`src/rtl/pulse_meter_pkg.sv`:
```
// Shared types and constants for the pulse_meter capture block.
package pulse_meter_pkg;

   typedef enum logic [1:0] {
      IDLE,
      MEAS_HIGH,
      MEAS_LOW
   } state_t;

   localparam int unsigned GCOUNT_W = 8;

endpackage

```
`src/rtl/sync_edge.sv`:
```
// Two-flop synchronizer for an asynchronous input plus rise/fall detection on
// the synchronized level.
module sync_edge (
   input  logic clk,
   input  logic rst_n,
   input  logic sig_in,
   output logic level,
   output logic rise,
   output logic fall
);

   logic sig_m;
   logic sig_s;
   logic sig_d;

   always_ff @(posedge clk or negedge rst_n) begin
      if (!rst_n) begin
         sig_m <= 1'b0;
         sig_s <= 1'b0;
         sig_d <= 1'b0;
      end else begin
         sig_m <= sig_in;
         sig_s <= sig_m;
         sig_d <= sig_s;
      end
   end

   assign level = sig_s;
   assign rise  = sig_s & ~sig_d;
   assign fall  = ~sig_s & sig_d;

endmodule

```
`src/rtl/pulse_meter.sv`:
```
// Measures high/low phase durations of an external square wave in clk ticks,
// counts glitch segments and flags a stalled input.
module pulse_meter
   import pulse_meter_pkg::*;
#(
   parameter int unsigned     CNT_W         = 32,
   parameter longint unsigned GLITCH_TICKS  = 1000,
   parameter longint unsigned TIMEOUT_TICKS = 50000000
) (
   input  logic                clk,
   input  logic                rst_n,
   input  logic                sig_in,
   input  logic                clear,
   output logic [CNT_W-1:0]    high_ticks,
   output logic [CNT_W-1:0]    low_ticks,
   output logic                valid,
   output logic                glitch_seen,
   output logic [GCOUNT_W-1:0] glitch_count,
   output logic                timeout,
   output logic                level
);

   localparam logic [CNT_W-1:0] GLITCH_LIM  = CNT_W'(GLITCH_TICKS);
   localparam logic [CNT_W-1:0] TIMEOUT_LIM = CNT_W'(TIMEOUT_TICKS);
   localparam logic [CNT_W-1:0] CNT_ONE     = CNT_W'(1);

   logic             rise;
   logic             fall;
   logic             rise_e;
   logic             fall_e;
   logic [1:0]       warm;
   logic             primed;
   logic [CNT_W-1:0] cnt;
   state_t           state;
   state_t           state_nxt;
   logic             latch_high;
   logic             latch_low;
   logic             stall;
   logic             is_glitch;

   sync_edge u_sync (
      .clk    (clk),
      .rst_n  (rst_n),
      .sig_in (sig_in),
      .level  (level),
      .rise   (rise),
      .fall   (fall)
   );

   // The synchronizer leaves reset at 0, so a high input looks like a rise
   // until both flops and the delay stage hold real samples; mask that window.
   always_ff @(posedge clk or negedge rst_n) begin
      if (!rst_n) begin
         warm <= '0;
      end else if (warm != 2'd3) begin
         warm <= warm + 2'd1;
      end
   end

   assign primed = (warm == 2'd3);
   assign rise_e = rise & primed & ~clear;
   assign fall_e = fall & primed & ~clear;

   always_ff @(posedge clk or negedge rst_n) begin
      if (!rst_n) begin
         cnt <= '0;
      end else if (clear) begin
         cnt <= '0;
      end else if (rise_e || fall_e) begin
         cnt <= CNT_ONE;
      end else if (cnt != '1) begin
         cnt <= cnt + CNT_ONE;
      end
   end

   always_ff @(posedge clk or negedge rst_n) begin
      if (!rst_n) begin
         state <= IDLE;
      end else begin
         state <= state_nxt;
      end
   end

   always_comb begin
      state_nxt  = state;
      latch_high = 1'b0;
      latch_low  = 1'b0;
      stall      = 1'b0;
      if (clear) begin
         state_nxt = IDLE;
      end else begin
         unique case (state)
            IDLE: begin
               if (rise_e) begin
                  state_nxt = MEAS_HIGH;
               end
            end
            MEAS_HIGH: begin
               if (fall_e) begin
                  latch_high = 1'b1;
                  state_nxt  = MEAS_LOW;
               end else if (cnt == TIMEOUT_LIM) begin
                  stall     = 1'b1;
                  state_nxt = IDLE;
               end
            end
            MEAS_LOW: begin
               if (rise_e) begin
                  latch_low = 1'b1;
                  state_nxt = MEAS_HIGH;
               end else if (cnt == TIMEOUT_LIM) begin
                  stall     = 1'b1;
                  state_nxt = IDLE;
               end
            end
            default: state_nxt = IDLE;
         endcase
      end
   end

   assign is_glitch = (latch_high || latch_low) && (cnt < GLITCH_LIM);

   always_ff @(posedge clk or negedge rst_n) begin
      if (!rst_n) begin
         high_ticks   <= '0;
         low_ticks    <= '0;
         valid        <= 1'b0;
         glitch_seen  <= 1'b0;
         glitch_count <= '0;
         timeout      <= 1'b0;
      end else if (clear) begin
         high_ticks   <= '0;
         low_ticks    <= '0;
         valid        <= 1'b0;
         glitch_seen  <= 1'b0;
         glitch_count <= '0;
         timeout      <= 1'b0;
      end else begin
         valid <= latch_low;
         if (latch_high) begin
            high_ticks <= cnt;
         end
         if (latch_low) begin
            low_ticks <= cnt;
         end
         if (is_glitch) begin
            glitch_seen <= 1'b1;
            if (glitch_count != '1) begin
               glitch_count <= glitch_count + 1'b1;
            end
         end
         if (stall) begin
            timeout <= 1'b1;
         end
      end
   end

endmodule
```
`config.mk`:
```
export PLATFORM = sky130hd
export DESIGN_NAME = pulse_meter
export DESIGN_NICKNAME = d
export VERILOG_FILES = /design/src/rtl/pulse_meter_pkg.sv /design/src/rtl/sync_edge.sv /design/src/rtl/pulse_meter.sv
export SDC_FILE = /design/constraint.sdc
export NUM_CORES = 1
export LEC_CHECK = 0
export ABC_CLOCK_PERIOD_IN_PS = 4600
export CAP_MARGIN = 20
export CORE_ASPECT_RATIO = 0.8
export CORE_UTILIZATION = 42
export DETAILED_ROUTE_END_ITERATION = 10
export GPL_TIMING_DRIVEN = 0
export MAX_ROUTING_LAYER = met4
export PLACE_DENSITY_LB_ADDON = 0.12
export SYNTH_ARGS = -nofsm -noshare
export SYNTH_HDL_FRONTEND = slang
export SYNTH_SLANG_ARGS = --single-unit
```
`constraint.sdc`:
```
create_clock -name clk -period 4.6 [get_ports clk]
set_clock_uncertainty 0.15 [all_clocks]
set_input_delay 0.92 -clock clk [delete_from_list [all_inputs] [get_ports clk]]
set_output_delay 0.92 -clock clk [all_outputs]
set_load 0.05 [all_outputs]
```
==> impl_results.rst <==
.. list-table::
   :header-rows: 1

   * - Metric
     - Value
   * - Run status
     - finished, final reports clean
   * - Type of the worst setup path
     - input port to flip-flop
   * - Initial cell density of the core
     - 0.436
   * - Inst Count DP
     - 836
   * - Wire length of the first global-routing pass
     - 25100 um
   * - Clock tree from TritonCTS
     - yes
   * - Worst relative slew slack
     - 0.348
   * - Number of enable flip-flop cells after synthesis
     - 0
   * - Setup slack on the worst flop-to-flop path
     - 1.72 ns
   * - Via count of the first global-routing pass
     - 4550
   * - Maximum number of pins on one net before global-route repair
     - 77
   * - Max stage delay on crit path
     - 0.64 ns
   * - Number of hold violations in the final report
     - 0
   * - Upper clock frequency limit
     - 0.345 GHz
   * - Netlist Area Pre-Place
     - 0.00536 mm^2
   * - Reg-to-reg startpoint
     - cnt[25]
   * - DP Wirelength
     - 11000 um
   * - Cell Pwr Density
     - 357 mW/mm^2
   * - Area of placed instances
     - 0.00639 mm^2
   * - Setup Buffers After CTS
     - 0
   * - Shortest clock period the worst path allows after layout
     - 2.89 ns
   * - Initial DRC Count
     - 441
   * - Total negative slack for setup checks
     - 0 ns
   * - Total of max-cap violations
     - 0
   * - Final Instance Area
     - 0.00700 mm^2
   * - Die width
     - 128 um
   * - Maximum vdd drop
     - 240 uV
   * - Aggregate routed wire length
     - 15500 um
   * - Sum of overflow across all layers after global routing
     - 0
   * - Gpl congestion
     - 0.914
   * - Cell count of the worst reg-to-reg path
     - 7
   * - FF-to-FF End
     - cnt[29]
   * - Clock slew at the register clock pins of the worst setup and hold paths
     - 0.05 ns
   * - Quantity of gates resized following cts
     - 0
   * - Data arrival time at the worst-slack endpoint
     - 3.04 ns
   * - Share of layout cells above drive strength 1
     - 0.0717
   * - DP Worst Slack
     - 1.31 ns
   * - Data required time at the worst endpoint
     - 4.74 ns
   * - CTS Buf Count
     - 17
   * - Cell at the root of the clock tree
     - sky130_fd_sc_hd__clkbuf_16
   * - Ant diodes
     - 0
   * - Maximum number of buffers from clock root to sink
     - 2
   * - Share of flip-flops with an asynchronous set or reset
     - 1.00
   * - Number of antenna violations at the first check in global routing
     - 0
   * - Number of unique standard cell types used by synthesis
     - 57
   * - Most used flip-flop cell after synthesis
     - sky130_fd_sc_hd__dfrtp_1
   * - TritonCTS sink count
     - 114
   * - Ordered cell list for the critical path
     - clkbuf_1 > nor4bb_1 > nand2_1 > a2111oi_0 > or3b_1 > mux2_1
   * - Portion of the post-synthesis area used by sequential elements
     - 0.532
   * - Hold depth
     - 0
   * - Start point of the worst hold path
     - u_sync.sig_m
   * - Final worst path period share
     - 0.629
   * - Overall via count from detail_route
     - 4811
   * - Site Rows
     - 36
   * - Chip height
     - 103 um
   * - Number of non-filler instances in the completed layout
     - 868
   * - Area of the die
     - 0.0132 mm^2
   * - I/O Buffers
     - 78
   * - Antenna-violating nets left
     - 0
   * - Ys Warns
     - 0
   * - Overall global routing resource usage
     - 0.263
   * - Least setup slack across all paths after layout
     - 1.71 ns
   * - Capture endpoint of the worst hold path
     - u_sync.level
   * - Relative area change from synthesis to final layout
     - 30.5%
   * - Worst skew pair latency
     - 0.41 ns
   * - Syn_area_per_cell
     - 9.15 um^2
   * - Maximum fanout encountered on the critical timing path
     - 9
   * - Total of endpoints with negative setup slack in the final report
     - 0
   * - Core footprint
     - 0.0123 mm^2
   * - DRC
     - 0
   * - IO Pins
     - 80
   * - Least-Margin Pin Slew
     - 0.969 ns
   * - HP Class
     - flip-flop to flip-flop
   * - Gate count after technology mapping
     - 586
   * - Crit start category
     - input port
   * - # H-tree levels
     - 4
   * - Routed length per placed instance
     - 17.9 um
   * - Endpoint kind of the worst setup timing path
     - flip-flop
   * - Number of nets in the synthesized netlist
     - 598
   * - Max-slew violation count
     - 0
   * - Vias per Instance
     - 5.54
   * - Number of hold buffers added after CTS
     - 0
   * - Final nets
     - 696
   * - RSZ-0062 raised after global routing
     - no
   * - Slowest-stage cell, CP
     - sky130_fd_sc_hd__a2111oi_0
   * - Number of synthesized register bits
     - 114
   * - Initial DRT Pass Iterations
     - 5
   * - Pleak
     - 3.09 nW
-- sequential cells by signal, indices dropped and copies added, names as in the netlist --
name and cells:
state 2, high_ticks 32, glitch_seen 1, u_sync.level 1, u_sync.sig_m 1, timeout 1, u_sync.sig_d 1, cnt 32
low_ticks 32, warm 2, glitch_count 8, valid 1
-- per-stage QoR --
| step | util | total power, mW | hold WS, ns |
|---|---|---|---|
| floorplan | - | 1.09 | 0.181 |
| global placement | 0.517 | 1.14 | 0.186 |
| detailed placement | 0.519 | 1.14 | 0.197 |
| CTS | 0.569 | 2.51 | 0.209 |
| global route | 0.569 | 2.58 | 0.228 |
| finish | 0.569 | 2.50 | 0.206 |
-- where the power goes --
group / switching [mW] / total [mW] / leakage [nW] / internal [mW]
combinational: 0.0799 / 0.107 / 1.23 / 0.0266
sequential: 0.00737 / 1.02 / 1.57 / 1.01
clock: 0.457 / 1.37 / 0.297 / 0.914
total: 0.544 / 2.50 / 3.09 / 1.95
-- worst max-delay path by stage --
stage | start | end | slack, ns
floorplan | clear | glitch_count[3] | 1.75
detailed placement | clear | glitch_count[3] | 1.31
global placement | rst_n | high_ticks[30] | -1.98
global route | clear | glitch_count[3] | 1.47
CTS | clear | glitch_count[3] | 1.74
finish | clear | glitch_count[3] | 1.71
-- synthesized netlist by cell type, drive strengths merged (2+ instances only) --
cell     instances  share of area
buf             15          0.015
ha               8          0.019
o311ai           2         0.0033
nand3           81          0.076
o211ai           2         0.0028
and2             2         0.0023
a21oi           28          0.026
a211oi           2         0.0028
or3b             3         0.0049
nand2b           2         0.0023
nor3             9         0.0093
a31oi            6         0.0070
or3             13          0.015
nor4             9          0.012
o21ai           24          0.022
dfrtp          114           0.53
clkbuf          28          0.020
o21a             2         0.0028
or4              8          0.012
o31ai            6         0.0084
a2111oi          3         0.0054
xnor2            9          0.015
nor2            21          0.015
nand4           13          0.019
inv             14         0.0098
or4b             2         0.0037
mux2             3         0.0063
nor3b            2         0.0028
and3             5         0.0058
nand2          130          0.091
o41ai            3         0.0049
and4             3         0.0049
-- final cells by class --
cell class                      instances  area, um^2
Fill cell                            1119        5300
Sequential cell                       114        2850
Multi-Input combinational cell        415        2270
Timing Repair Buffer                   79         810
Clock buffer                           21         450
Tap cell                              171         214
Buffer                                 43         186
Clock inverter                         11         160
Inverter                               14        52.6
-- critical path: cells and delay by family --
kind	cells	cell delay (ns)
multiplexers	1	0.33
AND/OR/NAND/NOR	3	0.95
AO/OA/AOI/OAI	1	0.64
buffers and inverters	1	0.20
-- routing by layer --
layer,part of all wire,GRT usage,vias to the layer above
met5,0,-,-
met4,0.021,0.102,0
met1,0.48,0.368,2406
li1,-,-,2256
met3,0.044,0.0498,19
met2,0.45,0.378,130
-- cells by family after synthesis --
family          count (synthesis)  synth area share
buf+inv                        57            0.0446
compound gates                 84            0.0949
simple gates                  309             0.286
xor+xnor                       10            0.0163
mux                             4           0.00816
fa+ha+maj                       8            0.0187
flops                         114             0.532
-- cells in the final DEF (no fill, tap or decap), types with 2 or more instances in the layout --
cell | Yosys | routed
sky130_fd_sc_hd__nor3_1 | 8 | 8
sky130_fd_sc_hd__clkinv_2 | 0 | 5
sky130_fd_sc_hd__a211oi_1 | 2 | 2
sky130_fd_sc_hd__clkbuf_16 | 0 | 17
sky130_fd_sc_hd__buf_1 | 6 | 6
sky130_fd_sc_hd__clkbuf_1 | 27 | 30
sky130_fd_sc_hd__mux2_1 | 2 | 2
sky130_fd_sc_hd__nor4_1 | 8 | 8
sky130_fd_sc_hd__o41ai_1 | 3 | 3
sky130_fd_sc_hd__or3b_1 | 3 | 3
sky130_fd_sc_hd__nand2b_1 | 2 | 2
sky130_fd_sc_hd__and3_1 | 5 | 5
sky130_fd_sc_hd__or4_1 | 7 | 7
sky130_fd_sc_hd__and2_1 | 2 | 2
sky130_fd_sc_hd__o31ai_1 | 6 | 6
sky130_fd_sc_hd__ha_1 | 8 | 8
sky130_fd_sc_hd__clkdlybuf4s50_1 | 0 | 77
sky130_fd_sc_hd__or3_1 | 13 | 13
sky130_fd_sc_hd__a31oi_1 | 6 | 6
sky130_fd_sc_hd__bufinv_16 | 0 | 4
sky130_fd_sc_hd__o21ai_0 | 16 | 16
sky130_fd_sc_hd__or4b_2 | 2 | 2
sky130_fd_sc_hd__and4_1 | 3 | 3
sky130_fd_sc_hd__o21ai_1 | 8 | 8
sky130_fd_sc_hd__o211ai_1 | 2 | 2
sky130_fd_sc_hd__xnor2_1 | 9 | 9
sky130_fd_sc_hd__inv_1 | 14 | 14
sky130_fd_sc_hd__o311ai_0 | 2 | 2
sky130_fd_sc_hd__nor2_1 | 21 | 21
sky130_fd_sc_hd__a21oi_1 | 28 | 28
sky130_fd_sc_hd__buf_6 | 2 | 3
sky130_fd_sc_hd__nand3_1 | 81 | 81
sky130_fd_sc_hd__nor3b_1 | 2 | 2
sky130_fd_sc_hd__nand4_1 | 11 | 11
sky130_fd_sc_hd__o21a_1 | 2 | 2
sky130_fd_sc_hd__clkinvlp_4 | 0 | 2
sky130_fd_sc_hd__a2111oi_1 | 2 | 2
sky130_fd_sc_hd__nand2_1 | 130 | 130
sky130_fd_sc_hd__dfrtp_1 | 114 | 114
sky130_fd_sc_hd__buf_2 | 7 | 7
Power figures use the tool's default switching activity.
